## config.mk

```make
export PLATFORM = sky130hd
export DESIGN_NAME = serial_tx
export DESIGN_NICKNAME = d
export VERILOG_FILES = /design/src/rtl/serial_tx.sv
export SDC_FILE = /design/constraint.sdc
export NUM_CORES = 1
export LEC_CHECK = 0
export CORE_UTILIZATION = 44
export CTS_CLUSTER_SIZE = 14
export DETAILED_ROUTE_END_ITERATION = 6
export GPL_ROUTABILITY_DRIVEN = 0
export GPL_TIMING_DRIVEN = 1
export PLACE_DENSITY = 0.78
export SYNTH_ARGS = -nofsm -noshare
export SYNTH_HDL_FRONTEND = slang
export SYNTH_SLANG_ARGS = --single-unit
```

## constraint.sdc

```tcl
create_clock -name clock -period 2.75 [get_ports clock]
set_clock_uncertainty 0.2 [all_clocks]
set_input_delay 0.55 -clock clock [delete_from_list [all_inputs] [get_ports clock]]
set_output_delay 0.55 -clock clock [all_outputs]
set_load 0.02 [all_outputs]
```

## src/rtl/serial_tx.sv

```systemverilog
// serial_tx: parallel-to-serial transmitter.
// Frames a DATA_WIDTH word as start bit, data LSB-first, optional even
// parity and stop bit. Each bit is held for CLKS_PER_BIT clocks. All outputs
// come straight from flops, so no input reaches tx_serial combinationally.
module serial_tx #(
  parameter int DATA_WIDTH   = 8,
  parameter int CLKS_PER_BIT = 4,
  parameter int PARITY_EN    = 1
) (
  input  logic                  clock,
  input  logic                  reset,
  input  logic                  tx_valid,
  input  logic [DATA_WIDTH-1:0] tx_data,
  output logic                  tx_ready,
  output logic                  tx_serial,
  output logic                  tx_busy,
  output logic                  tx_done
);

  typedef enum logic [2:0] {
    IDLE,
    START,
    DATA,
    PARITY,
    STOP
  } state_t;

  localparam int CNT_W = (CLKS_PER_BIT > 1) ? $clog2(CLKS_PER_BIT) : 1;
  localparam int IDX_W = (DATA_WIDTH > 1) ? $clog2(DATA_WIDTH) : 1;
  localparam logic [CNT_W-1:0] CNT_LAST = CNT_W'(CLKS_PER_BIT - 1);
  localparam logic [IDX_W-1:0] IDX_LAST = IDX_W'(DATA_WIDTH - 1);

  state_t                state, state_d;
  logic [CNT_W-1:0]      cnt, cnt_d;
  logic [IDX_W-1:0]      idx, idx_d;
  logic [DATA_WIDTH-1:0] shreg, shreg_d;
  logic                  parity, parity_d;
  logic                  serial_d, ready_d, busy_d, done_d;
  logic                  bit_end;

  // Last clock of the current bit period.
  assign bit_end = (cnt == CNT_LAST);

  // Next-state, datapath and next-output decode.
  always_comb begin
    // NOTE: every signal gets a default first so no path through the case
    // leaves one unassigned, which would otherwise infer a latch.
    state_d  = state;
    cnt_d    = cnt;
    idx_d    = idx;
    shreg_d  = shreg;
    parity_d = parity;
    done_d   = 1'b0;

    case (state)
      IDLE: begin
        if (tx_valid && tx_ready) begin
          shreg_d  = tx_data;
          parity_d = ^tx_data;
          cnt_d    = '0;
          idx_d    = '0;
          state_d  = START;
        end
      end
      START: begin
        if (bit_end) begin
          cnt_d   = '0;
          state_d = DATA;
        end else begin
          cnt_d = cnt + 1'b1;
        end
      end
      DATA: begin
        if (bit_end) begin
          cnt_d   = '0;
          shreg_d = shreg >> 1;
          if (idx == IDX_LAST) begin
            idx_d = '0;
            if (PARITY_EN != 0) state_d = PARITY;
            else                state_d = STOP;
          end else begin
            idx_d = idx + 1'b1;
          end
        end else begin
          cnt_d = cnt + 1'b1;
        end
      end
      PARITY: begin
        if (bit_end) begin
          cnt_d   = '0;
          state_d = STOP;
        end else begin
          cnt_d = cnt + 1'b1;
        end
      end
      STOP: begin
        if (bit_end) begin
          cnt_d   = '0;
          done_d  = 1'b1;
          state_d = IDLE;
        end else begin
          cnt_d = cnt + 1'b1;
        end
      end
      default: state_d = IDLE;
    endcase

    // Outputs are decoded from the next state and registered below.
    case (state_d)
      START:   serial_d = 1'b0;
      DATA:    serial_d = shreg_d[0];
      PARITY:  serial_d = parity_d;
      default: serial_d = 1'b1;
    endcase
    busy_d  = (state_d != IDLE);
    ready_d = (state_d == IDLE);
  end

  // State, datapath and output registers with synchronous reset.
  always_ff @(posedge clock) begin
    // NOTE: sequential state uses non-blocking assignments so every flop
    // samples pre-edge values regardless of statement order.
    if (reset) begin
      state     <= IDLE;
      cnt       <= '0;
      idx       <= '0;
      shreg     <= '0;
      parity    <= 1'b0;
      tx_serial <= 1'b1;
      tx_ready  <= 1'b1;
      tx_busy   <= 1'b0;
      tx_done   <= 1'b0;
    end else begin
      state     <= state_d;
      cnt       <= cnt_d;
      idx       <= idx_d;
      shreg     <= shreg_d;
      parity    <= parity_d;
      tx_serial <= serial_d;
      tx_ready  <= ready_d;
      tx_busy   <= busy_d;
      tx_done   <= done_d;
    end
  end

endmodule

```

After elaboration in Yosys (flattened, before gate mapping)
Cells that the tools add are included.
{"block": "op_classes", "add_sub_neg": 2, "bitwise_logic": 1, "n_eq_ne": 11, "n_reduce_logical": 11, "mux": 21}
{"operator": "3-bit 2-to-1 mux", "count": 9}
{"operator": "8-bit 2-to-1 mux", "count": 2}
{"operator": "8-bit one-hot mux with 2 select lines", "count": 1}
{"operator": "3-bit one-hot mux with 5 select lines", "count": 1}
{"operator": "3-bit by 2-bit == test with 1-bit output (second input constant)", "count": 4}
{"operator": "8-bit XOR reduction", "count": 1}
{"operator": "3-bit by 1-bit == test with 1-bit output (second input constant)", "count": 2}
{"operator": "3-bit == test (second input constant)", "count": 2}
{"operator": "3-bit zero test", "count": 2}
{"operator": "3-bit one-hot mux with 2 select lines", "count": 1}
{"operator": "2-bit 2-to-1 mux", "count": 2}
{"operator": "2-bit inequality test (second input constant)", "count": 2}
{"operator": "2-bit one-hot mux with 2 select lines", "count": 1}
{"operator": "2-bit nonzero test", "count": 2}
{"operator": "4-bit OR reduction", "count": 1}
{"operator": "3-bit by 1-bit adder with 3-bit output (second input constant)", "count": 1}
{"operator": "1-bit 2-to-1 mux", "count": 3}
{"operator": "1-bit one-hot mux with 3 select lines", "count": 1}
{"operator": "3-bit AND reduction", "count": 1}
{"operator": "3-bit nonzero test", "count": 1}
{"operator": "2-bit by 1-bit adder with 2-bit output (second input constant)", "count": 1}
{"operator": "2-bit == test (second input constant)", "count": 1}
{"operator": "2-bit AND reduction", "count": 1}
{"operator": "2-bit OR reduction", "count": 1}
{"operator": "other kinds (2)", "count": 2}
{"block": "word_totals", "input_bits": 11, "output_inout_bits": 4, "elab_cells": 56, "reg_bits": 21}

Logic depth before layout (Yosys ltp)
{"block": "logic_depth", "word_depth": 6, "mapped_depth": 7, "mapped_depth_nobuf": 6}

Least setup slack after synthesis
Ideal clock, no wire load.
{"block": "synth_timing", "path_type": "register to register", "from": "register cnt[0]", "to": "register tx_serial", "path_buffers": 1, "required_time_ns": 2.421, "setup_time_ns": 0.129, "synth_period_minus_slack_ns": 1.878, "path_stages_with_launch": 7, "arrival_time_ns": 1.549, "setup_slack_ns": 0.872, "path_cell_list": "dfxtp_1 -> ha_1 -> and4bb_1 -> buf_6 -> a32o_1 -> a2111oi_0 -> o21bai_1"}
{"block": "synth_between", "elab_chain_len": 5, "elab_cells_between_ends": 12, "cone_classes": "4 x eq/ne; 8 x mux"}
{"item": "start, declared", "line_no": "34", "rtl": "logic [CNT_W-1:0] cnt, cnt_d;"}
{"item": "start signal, assigned", "line_no": "135", "rtl": "cnt <= cnt_d;"}
{"item": "2-bit == test *", "line_no": "42", "rtl": "assign bit_end = (cnt == CNT_LAST);"}
{"item": "via bit_end", "line_no": "39", "rtl": "logic bit_end;"}
{"item": "3-bit 2-to-1 mux (on tied branches)"}
{"item": "3-bit one-hot mux with 5 select lines", "line_no": "55", "rtl": "case (state)"}
{"item": "3-bit by 2-bit == test with 1-bit output or 3-bit by 1-bit == test with 1-bit output (tied branches)", "line_no": "109", "rtl": "case (state_d)"}
{"item": "1-bit one-hot mux with 3 select lines *", "line_no": "109"}
{"item": "end signal, assigned", "line_no": "139", "rtl": "tx_serial <= serial_d;"}
{"item": "end, declared", "line_no": "15", "rtl": "output logic tx_serial,"}
The timed path passes the listed nets; every way through them passes the cells marked *. The select of a mux whose other input is x is not followed.
A chain may end at the register's enable or synchronous reset.

Worst setup path in the final report
{"block": "layout_timing", "from": "register cnt[0]", "to": "register idx[1]"}
{"block": "layout_between", "elab_chain_len": 3}
{"item": "2-bit == test", "line_no": "42"}
{"item": "via bit_end", "line_no": "39"}
{"item": "2-bit inequality test (no line)"}
{"item": "3-bit AND reduction (no line)"}
{"item": "end signal, assigned", "line_no": "136", "rtl": "idx <= idx_d;"}
{"item": "end, declared", "line_no": "35", "rtl": "logic [IDX_W-1:0] idx, idx_d;"}
The timed path passes the listed nets, and every way through them passes these cells.

==> results.json <==
{
  "status": "finished clean",
  "syn_inst": 111,
  "startpoint": "cnt[0]$_SDFFE_PP0P_",
  "antenna_found_initial": 0,
  "postCtsSetupRepairBufs": 0,
  "final_cell_area_mm2": 0.00117,
  "mostFrequentLayoutCells": "21 x dfxtp_1, 14 x a21oi_1, 14 x clkdlybuf4s50_1",
  "post-synth-top-area-fraction_pct": 41.9,
  "holdCritPathClass": "reg -> reg",
  "final_nets": 138,
  "hold_slack_ps": 265,
  "grt_start_max_net_pins": 21,
  "end_kind": "register",
  "drc": 0,
  "io_buffers": 14,
  "worst_pin_slew_ps": 685,
  "rsz0062_at_grt": "no",
  "ys_async_sr_fraction_pct": 0,
  "dp_hpwl_um": 1410,
  "ir_drop_mv": 0.342,
  "syn2layout_area_growth_pct": 16.8,
  "overflow": 0,
  "synth_nets": 125,
  "yosysWarnings": 0,
  "cts_tree": "yes",
  "track_usage_pct": 17.5,
  "wl_per_cell_um": 12.9,
  "drt-initial-drc-count": 25,
  "crit_fanout": 13,
  "hold_violations": 0,
  "ys_seq_area_share_pct": 41.9,
  "die_h_um": 49.8,
  "antennaDiodeCount": 0,
  "yosys-top-cells-area": "dfxtp_1 42%, a21oi_1 7.0%, xnor2_1 7.0%",
  "synth-seq-cells": 21,
  "stdcell_count": 150,
  "cp.required_ps": 2770,
  "avgSynthCellArea_um2": 9.04,
  "min_from": "shreg[2]$_SDFFE_PP0P_",
  "start_util_pct": 49.1,
  "yosys_most_used_dff": "dfxtp_1",
  "clockRootBuffer": "clkbuf_4",
  "die_w_um": 49.8,
  "numCtsBuffers": 3,
  "antenna_left": 0,
  "num_rows": 16,
  "place_area_mm2": 0.00115,
  "max_slew_margin_pct": 54.2,
  "cts_buffer_depth": 2,
  "cap_violations": 0,
  "drive_gt1_share_pct": 4.88,
  "clk_pin_slew_ps": 110,
  "final_common_cell": "dfxtp_1",
  "ctsResizeCount": 0,
  "die_area_mm2": 0.00248,
  "cts_sinks": 21,
  "period_share_pct": 85.1,
  "p_total_mw": 0.592,
  "insertion_delay_ps": 300,
  "core_area_mm2": 0.00204,
  "netlist_area_mm2": 0.00100,
  "fin_util_pct": 57.4,
  "avgViaCountPerCell": 5.56,
  "grt_pass1_vias": 773,
  "period_minus_slack_ps": 2340,
  "finalWorstSetupSlack_ps": 410,
  "dp_cells": 146,
  "post-place-ws_ps": 339,
  "p_leak_nw": 0.420,
  "fin_tns_setup_ps": 0,
  "fill_cells": 204,
  "setup_violations": 0,
  "synth_cell_types": 34,
  "yosys.area.top_type": "dfxtp_1",
  "finalMaxSlewViolations": 0,
  "cp_data_arrival_time_ps": 2360,
  "drt-total-wl_um": 1940,
  "ctsHoldBuffers": 0,
  "max_freq_mhz": 427,
  "synth_edf_count": 0,
  "critPathKind": "reg -> reg",
  "h-tree-depth": 1,
  "firstDrtPassIters": 6,
  "power_density_mw_per_mm2": 505,
  "grt_first_pass_wirelength_um": 3340,
  "start_kind": "register",
  "via_count": 834,
  "r2r-start": "cnt[0]$_SDFFE_PP0P_",
  "io_pins": 15
}
-- area by class of cell --
type	instances	area (um2)	share of cell area, %
Timing Repair Buffer	14	140	12.0
Clock buffer	4	26.3	2.24
Multi-Input combinational cell	80	537	45.8
Tap cell	27	33.8	2.88
Sequential cell	21	420	35.9
Inverter	4	15.0	1.28
-- per-layer routing --
metal | up-vias | share of wire [%] | GRT usage, %
li1 | 427 | - | -
met1 | 391 | 45 | 20.2
met4 | 0 | 0 | 2.86
met2 | 16 | 50 | 30.6
met3 | 0 | 4.8 | 6.79
met5 | - | 0 | 0
-- synth_stat cells, types with 2 or more instances --
cell      instances
nor2_1           10
ha_1              3
clkbuf_1          4
a211oi_1          2
nand2_1          11
xnor2_1           8
inv_1             4
a22oi_1           9
a21oi_1          14
dfxtp_1          21
and2_1            2
-- power breakdown --
part	total, mW	leakage [nW]	switching [mW]	internal (mW)
clock network	0.144	0.0150	0.0878	0.0565
registers	0.333	0.172	0.0109	0.322
logic	0.115	0.233	0.0582	0.0568
-- flip-flops by register name (all words and copies together) (netlist names) --
signal,count
idx,3
tx_done,1
tx_serial,1
tx_ready,1
shreg,8
tx_busy,1
parity,1
cnt,2
state,3
-- cells by family (layout without fill, tap and decap cells) --
kind of cell,Yosys count,after routing,synth area share (%)
fa+ha+maj,3,3,3.74
mux,2,2,2.12
simple gates,33,33,18.0
xor+xnor,8,8,6.98
flops,21,21,41.9
buf+inv,10,22,4.61
compound gates,34,34,22.7
-- path summary, 6_finish.rpt --
path | endpoint | slack [ps] | depth (start not counted)
worst max-delay path | idx[1]$_SDFFE_PP0P_ | 410 | 5
worst min-delay path | shreg[2]$_SDFFE_PP0P_ | 260 | 2
worst max register to register | idx[1]$_SDFFE_PP0P_ | 410 | 5
worst min register to register | shreg[2]$_SDFFE_PP0P_ | 260 | 2
-- critical path: stages, from the launching register on --
cell and delay [ps]:
dfxtp_1 380, ha_1 340, and4bb_1 490, a21oi_2 190, or4b_1 530, a21oi_1 140
(Power assumes the default switching activity.)
